`src/rtl/pwm_capture.sv`:
```
// PWM speed/direction capture monitor: measures period and high time of the PWM
// line, quantizes duty, reports stuck lines by timeout and debounces direction.
module pwm_capture #(
    parameter int SYNC_STAGES = 2,
    parameter int TIMEOUT     = 5000,
    parameter int DIR_STABLE  = 16
) (
    input  logic        clk,
    input  logic        rst_n,
    input  logic        pwm_in,
    input  logic        dir_a,
    input  logic        dir_b,
    output logic [11:0] high_cnt,
    output logic [11:0] period_cnt,
    output logic [2:0]  duty_code,
    output logic        sample_valid,
    output logic        stuck,
    output logic        range_err,
    output logic [1:0]  dir_state,
    output logic        dir_change
);

    localparam int IDLE_W = $clog2(TIMEOUT);
    localparam int STAB_W = $clog2(DIR_STABLE + 1);
    localparam logic [IDLE_W-1:0] IDLE_MAX = IDLE_W'(TIMEOUT - 1);
    localparam logic [STAB_W-1:0] STAB_MAX = STAB_W'(DIR_STABLE - 1);
    localparam logic [11:0]       CNT_MAX  = 12'hFFF;

    typedef enum logic [1:0] {IDLE, MEAS, STUCK} state_e;

    state_e state_q, state_d;

    logic [SYNC_STAGES-1:0] pwmSync_q, dirASync_q, dirBSync_q;
    logic        pwmPrev_q;
    logic [1:0]  dirPrev_q;
    logic [11:0] perCtr_q, perCtr_d, hiCtr_q, hiCtr_d;
    logic        perOvf_q, perOvf_d;
    logic [IDLE_W-1:0] idleCtr_q, idleCtr_d;
    logic [11:0] highCnt_q, highCnt_d, periodCnt_q, periodCnt_d;
    logic        pendValid_q, pendValid_d, pendStuck_q, pendStuck_d;
    logic        pendLevel_q, pendLevel_d;
    logic [2:0]  duty_q, duty_d;
    logic        sampleValid_q, sampleValid_d, stuck_q, stuck_d;
    logic        rangeErr_q, rangeErr_d;
    logic [STAB_W-1:0] stableCtr_q, stableCtr_d;
    logic [1:0]  dirState_q, dirState_d;
    logic        dirChange_q, dirChange_d;

    logic        pwmLevel, rise, fall, timeoutHit;
    logic        acceptSample, rangeHit, stuckReport, countEn;
    logic [1:0]  dirPair;
    logic        dirUpdate;
    logic [14:0] h8, p1, p3, p5, p7;
    logic [2:0]  quantCode;

    assign pwmLevel   = pwmSync_q[SYNC_STAGES-1];
    assign rise       = pwmLevel & ~pwmPrev_q;
    assign fall       = ~pwmLevel & pwmPrev_q;
    assign timeoutHit = (idleCtr_q == IDLE_MAX);
    assign dirPair    = {dirBSync_q[SYNC_STAGES-1], dirASync_q[SYNC_STAGES-1]};

    always_ff @(posedge clk or negedge rst_n) begin
        if (!rst_n) state_q <= IDLE;
        else        state_q <= state_d;
    end

    // A rise always takes priority over a timeout landing in the same cycle.
    always_comb begin
        state_d = state_q;
        case (state_q)
            IDLE:    if (rise) state_d = MEAS; else if (timeoutHit) state_d = STUCK;
            MEAS:    if (!rise && timeoutHit) state_d = STUCK;
            STUCK:   if (rise) state_d = MEAS;
            default: state_d = IDLE;
        endcase
    end

    always_comb begin
        acceptSample = 1'b0;
        rangeHit     = 1'b0;
        stuckReport  = 1'b0;
        countEn      = 1'b0;
        case (state_q)
            IDLE: stuckReport = timeoutHit && !rise;
            MEAS: begin
                countEn      = 1'b1;
                acceptSample = rise && !perOvf_q;
                rangeHit     = rise && perOvf_q;
                stuckReport  = timeoutHit && !rise;
            end
            default: ;
        endcase
    end

    always_comb begin
        perCtr_d = perCtr_q;
        hiCtr_d  = hiCtr_q;
        perOvf_d = perOvf_q;
        if (rise) begin
            perCtr_d = 12'd1;
            hiCtr_d  = 12'd1;
            perOvf_d = 1'b0;
        end else if (countEn) begin
            if (perCtr_q == CNT_MAX) perOvf_d = 1'b1;
            else                     perCtr_d = perCtr_q + 12'd1;
            if (pwmLevel && hiCtr_q != CNT_MAX) hiCtr_d = hiCtr_q + 12'd1;
        end

        idleCtr_d = idleCtr_q;
        if (rise || fall)            idleCtr_d = '0;
        else if (idleCtr_q != IDLE_MAX) idleCtr_d = idleCtr_q + IDLE_W'(1);
    end

    // 15-bit compare of 8*high against odd multiples of the period.
    always_comb begin
        h8 = {highCnt_q, 3'b000};
        p1 = {3'b000, periodCnt_q};
        p3 = p1 + {p1[13:0], 1'b0};
        p5 = p1 + {p1[12:0], 2'b00};
        p7 = {p1[11:0], 3'b000} - p1;
        if (h8 < p1)      quantCode = 3'd0;
        else if (h8 < p3) quantCode = 3'd1;
        else if (h8 < p5) quantCode = 3'd2;
        else if (h8 < p7) quantCode = 3'd3;
        else              quantCode = 3'd4;
    end

    // Counts land one cycle ahead of the strobe so duty is computed from them.
    always_comb begin
        highCnt_d   = highCnt_q;
        periodCnt_d = periodCnt_q;
        if (acceptSample) begin
            highCnt_d   = hiCtr_q;
            periodCnt_d = perCtr_q;
        end else if (stuckReport) begin
            highCnt_d   = '0;
            periodCnt_d = '0;
        end
        pendValid_d   = acceptSample | stuckReport;
        pendStuck_d   = stuckReport;
        pendLevel_d   = pwmLevel;
        rangeErr_d    = rangeHit;
        sampleValid_d = pendValid_q;
        stuck_d       = stuck_q;
        duty_d        = duty_q;
        if (pendValid_q) begin
            stuck_d = pendStuck_q;
            duty_d  = pendStuck_q ? (pendLevel_q ? 3'd4 : 3'd0) : quantCode;
        end
    end

    always_comb begin
        stableCtr_d = stableCtr_q;
        if (dirPair != dirPrev_q)        stableCtr_d = '0;
        else if (stableCtr_q != STAB_MAX) stableCtr_d = stableCtr_q + STAB_W'(1);
        dirUpdate   = (dirPair == dirPrev_q) && (stableCtr_q == STAB_MAX)
                      && (dirPair != dirState_q);
        dirState_d  = dirUpdate ? dirPair : dirState_q;
        dirChange_d = dirUpdate;
    end

    always_ff @(posedge clk or negedge rst_n) begin
        if (!rst_n) begin
            pwmSync_q     <= '0;
            dirASync_q    <= '0;
            dirBSync_q    <= '0;
            pwmPrev_q     <= 1'b0;
            dirPrev_q     <= 2'b00;
            perCtr_q      <= '0;
            hiCtr_q       <= '0;
            perOvf_q      <= 1'b0;
            idleCtr_q     <= '0;
            highCnt_q     <= '0;
            periodCnt_q   <= '0;
            pendValid_q   <= 1'b0;
            pendStuck_q   <= 1'b0;
            pendLevel_q   <= 1'b0;
            duty_q        <= '0;
            sampleValid_q <= 1'b0;
            stuck_q       <= 1'b0;
            rangeErr_q    <= 1'b0;
            stableCtr_q   <= '0;
            dirState_q    <= 2'b00;
            dirChange_q   <= 1'b0;
        end else begin
            pwmSync_q     <= {pwmSync_q[SYNC_STAGES-2:0], pwm_in};
            dirASync_q    <= {dirASync_q[SYNC_STAGES-2:0], dir_a};
            dirBSync_q    <= {dirBSync_q[SYNC_STAGES-2:0], dir_b};
            pwmPrev_q     <= pwmLevel;
            dirPrev_q     <= dirPair;
            perCtr_q      <= perCtr_d;
            hiCtr_q       <= hiCtr_d;
            perOvf_q      <= perOvf_d;
            idleCtr_q     <= idleCtr_d;
            highCnt_q     <= highCnt_d;
            periodCnt_q   <= periodCnt_d;
            pendValid_q   <= pendValid_d;
            pendStuck_q   <= pendStuck_d;
            pendLevel_q   <= pendLevel_d;
            duty_q        <= duty_d;
            sampleValid_q <= sampleValid_d;
            stuck_q       <= stuck_d;
            rangeErr_q    <= rangeErr_d;
            stableCtr_q   <= stableCtr_d;
            dirState_q    <= dirState_d;
            dirChange_q   <= dirChange_d;
        end
    end

    assign high_cnt     = highCnt_q;
    assign period_cnt   = periodCnt_q;
    assign duty_code    = duty_q;
    assign sample_valid = sampleValid_q;
    assign stuck        = stuck_q;
    assign range_err    = rangeErr_q;
    assign dir_state    = dirState_q;
    assign dir_change   = dirChange_q;

endmodule
```
`config.mk`:
```
export PLATFORM = sky130hd
export DESIGN_NAME = pwm_capture
export DESIGN_NICKNAME = d
export VERILOG_FILES = /design/src/rtl/pwm_capture.sv
export SDC_FILE = /design/constraint.sdc
export NUM_CORES = 1
export LEC_CHECK = 0
export BUFFER_PORTS_ARGS = -buffer_cell sky130_fd_sc_hd__clkbuf_2
export CAP_MARGIN = 10
export CORE_ASPECT_RATIO = 2
export CORE_MARGIN = 1
export CORE_UTILIZATION = 45
export CTS_CLUSTER_SIZE = 25
export DETAILED_ROUTE_END_ITERATION = 10
export PLACE_DENSITY = 0.67
export SYNTH_ARGS = -nofsm -noshare
export SYNTH_HDL_FRONTEND = slang
export SYNTH_SLANG_ARGS = --single-unit
```
`constraint.sdc`:
```
create_clock -name clk -period 3.1 [get_ports clk]
set_input_delay 0.62 -clock clk [delete_from_list [all_inputs] [get_ports clk]]
set_output_delay 0.62 -clock clk [all_outputs]
set_load 0.02 [all_outputs]
```
==> results.cfg <==
[status]
outcome = complete, but fails checks
violations = setup timing

[yosys]
synth_top_area_cell = dfrtp_1
synth_top_flop_cell = dfrtp_1
syn_area_sq_um = 6228
yosysUniqueCellTypes = 67
synth_area_leaders = dfrtp_1 36%, ha_1 17%, xnor2_1 5.2%
async_flop_share_pct = 100.0
synthCells = 643
ys_seq_area_share_pct = 35.76
synth_area_per_cell_sq_um = 9.687
yosys_warnings = 0
yosysTopAreaCellShare_pct = 35.76
syn-num-nets = 735
synth-seq-cells = 89
synth_edf_count = 0

[grt]
grt_pass1_wl_um = 27530
grt_remaining_overflow = 0
antenna_found_initial = 0
grt_pass1_vias = 5815
track_usage_pct = 24.49
grt_start_max_net_pins = 48

[final_layout]
area_delta_synth_final_pct = 25.19
multiInputGateArea_sq_um = 4094
fin_nets = 857
finish.utilization_pct = 57.70
drive_gt1_share_pct = 25.97
diodes = 0
register_area_sq_um = 2241
fillers = 1147

[worst_setup_path]
worstSetupPathType = flop to flop
startpoint_type = flop
arrival_ns = 3.81
critical_path_required_ns = 3.35
r2r_cells = 15
worstPathMaxFanout = 5
cp-end-kind = flop

[power_and_ir_drop]
p_total_mw = 4.819
power_density_nw_per_um2 = 618.1
vdd_drop_max_mv = 0.3945
p_leak_nw = 3.779

[floorplan]
die_area_sq_um = 14340
dieHeight_um = 168.4
core_area_sq_um = 13510
dieWidth_um = 85.19
num_io_pins = 38
core.rowCount = 60
start_util_pct = 46.09

[sta]
worst_pin_slew_ns = 0.7872
hold_viol = 0
grt_setup_unrepaired = true
slew_headroom_pct = 47.32
layout_setup_ws_ns = -0.4581
fin_tns_setup_ns = -1.275
setup_viol = 3
max_freq_ghz = 0.2811
drv_slew = 0
clock_skew_ns = 0.01212
finalCriticalPeriod_ns = 3.558
finalCritPeriodShare_pct = 114.8

[drt]
drtIter0Drc = 156
postRouteAntennaNets = 0
drt-total-wl_um = 16540
wl_per_cell_um = 17.88
firstDrtPassIters = 4
via_per_inst = 5.848
vias = 5409
drc = 0

[placed_design]
numPortBuffers = 37
gp_congestion = 0.9356
dp_hpwl_um = 12950

[flow_run]
maxCapViolCount = 0

[worst_hold_path]
hp-class = input port to async pin

[cts]
cts.path.max_buffers = 2
cts_buffers = 9
cts.clk_slew.worst_paths_ns = 0.07
h-tree-depth = 3
clkSinkCount = 89
clk_latency_ns = 0.34
cts-root-buf = clkbuf_16
cts_tree = done
## state kept, by name, indices dropped and copies added, names as in the netlist
signal / cells
idleCtr_q: 13
hiCtr_q: 12
high_cnt: 12
perCtr_q: 12
period_cnt: 12
stableCtr_q: 5
duty_code: 3
dirASync_q: 2
dirBSync_q: 2
dirPrev_q: 2
dir_state: 2
pwmSync_q: 2
state_q: 2
dir_change: 1
pendLevel_q: 1
pendStuck_q: 1
pendValid_q: 1
perOvf_q: 1
range_err: 1
sample_valid: 1
stuck: 1
## final cells by class
| class | instances | area share (%) |
|---|---|---|
| clock buffers | 10 | 2.936 |
| clock inverters | 6 | 0.6258 |
| inverters | 32 | 1.573 |
| multi-input cells | 513 | 52.50 |
| flip-flops and latches | 89 | 28.74 |
| well taps | 155 | 2.487 |
| repair buffers | 120 | 11.14 |
## cells in the mapped netlist (all sizes together), types with 8 or more instances
cell type	instances
and3	10
nor2	56
xnor2	37
inv	32
nand3	17
xor2	31
nand2	46
a22o	11
nor3	16
o21ai	28
nor2b	10
a21o	10
and2	14
ha	85
nand4	8
a21oi	28
dfrtp	89
## final timing paths
path                                                start                        end  slack (ns)
worst max-delay path            period_cnt[0]$_DFFE_PN0P_   duty_code[2]$_DFFE_PN0P_       -0.46
worst min-delay path                                rst_n  period_cnt[3]$_DFFE_PN0P_        0.27
worst max register to register  period_cnt[0]$_DFFE_PN0P_   duty_code[2]$_DFFE_PN0P_       -0.46
worst min register to register    dirASync_q[0]$_DFF_PN0_    dirASync_q[1]$_DFF_PN0_        0.35
max in group asynchronous                           rst_n    hiCtr_q[10]$_DFFE_PN0P_        2.17
min in group clk                  dirASync_q[0]$_DFF_PN0_    dirASync_q[1]$_DFF_PN0_        0.35
## cell families (layout without fill, tap and decap cells)
group / count (synthesis) / after routing / synth area share (%)
AO/OA/AOI/OAI: 141 / 141 / 16.03
flip-flops: 89 / 89 / 35.76
adder cells (fa/ha/maj): 87 / 87 / 17.72
multiplexers: 10 / 10 / 1.687
AND/OR/NAND/NOR: 207 / 207 / 16.69
XOR/XNOR: 68 / 68 / 9.562
buffers and inverters: 41 / 168 / 2.551
## per-layer routing
metal | part of all wire (%) | GRT usage, % | wire length (um)
met1 | 35 | 23.56 | 5810
met2 | 55 | 46.70 | 9150
met3 | 2.4 | 3.039 | 399
met4 | 7.1 | 17.17 | 1179
met5 | 0 | 0 | 0
## cells in the final DEF (no fill, tap or decap), types with 5 or more instances in the layout
master	count
ha_4	7
o21ai_1	18
nor3_1	12
a21oi_1	25
and3_1	10
nor2b_1	10
mux2i_1	6
buf_4	78
o21a_1	7
o21ai_0	9
and2_1	14
nand2b_1	7
nor2_1	54
clkbuf_2	36
dfrtp_1	78
clkbuf_16	9
ha_1	77
xnor2_1	37
a22o_1	11
dfrtp_2	11
xor2_1	31
a21o_1	10
nand4_1	8
o211ai_1	5
inv_1	22
nand3_1	17
inv_2	9
nand2_1	46
## metrics by stage
step | cells | setup slack [ns] | instance area (sq um) | hold slack [ns]
final | 925 | -0.4581 | 7797 | 0.2716
after floorplan | 643 | -0.07320 | 6349 | 0.3244
after detailed placement | 899 | -0.6256 | 7277 | 0.3432
after CTS | 920 | -0.4512 | 7714 | 0.2951
after global routing | 925 | -0.6019 | 7797 | 0.3185
after global placement | 899 | -0.4429 | 7277 | 0.3336
## worst max-delay path, stage by stage (launching register included)
cell and delay, ns:
dfrtp_2 0.46, buf_12 0.15, ha_4 0.25, nand3b_1 0.16, a2111oi_4 0.39, a311o_1 0.28, a221o_2 0.19, nor2_2 0.04
xnor2_1 0.12, ha_1 0.30, nand4_1 0.20, nor2_1 0.17, a41oi_2 0.15, o211ai_1 0.17, a21bo_1 0.25, o31ai_2 0.18
## what timing repair did
action                     4_1_cts  5_1_grt
pin swaps                       18       14
gates resized for setup         25        5
hold buffers                     0        0
buffers inserted                 6        5
setup endpoints to repair        3        3
## report_power, final
group	internal, mW	total (mW)	switching, mW
Sequential	1.27	1.44	0.171
Combinational	1.16	2.36	1.20
Clock	0.555	1.02	0.467
Total	2.98	4.82	1.84
Note: power is estimated with default switching activity, not from simulation.
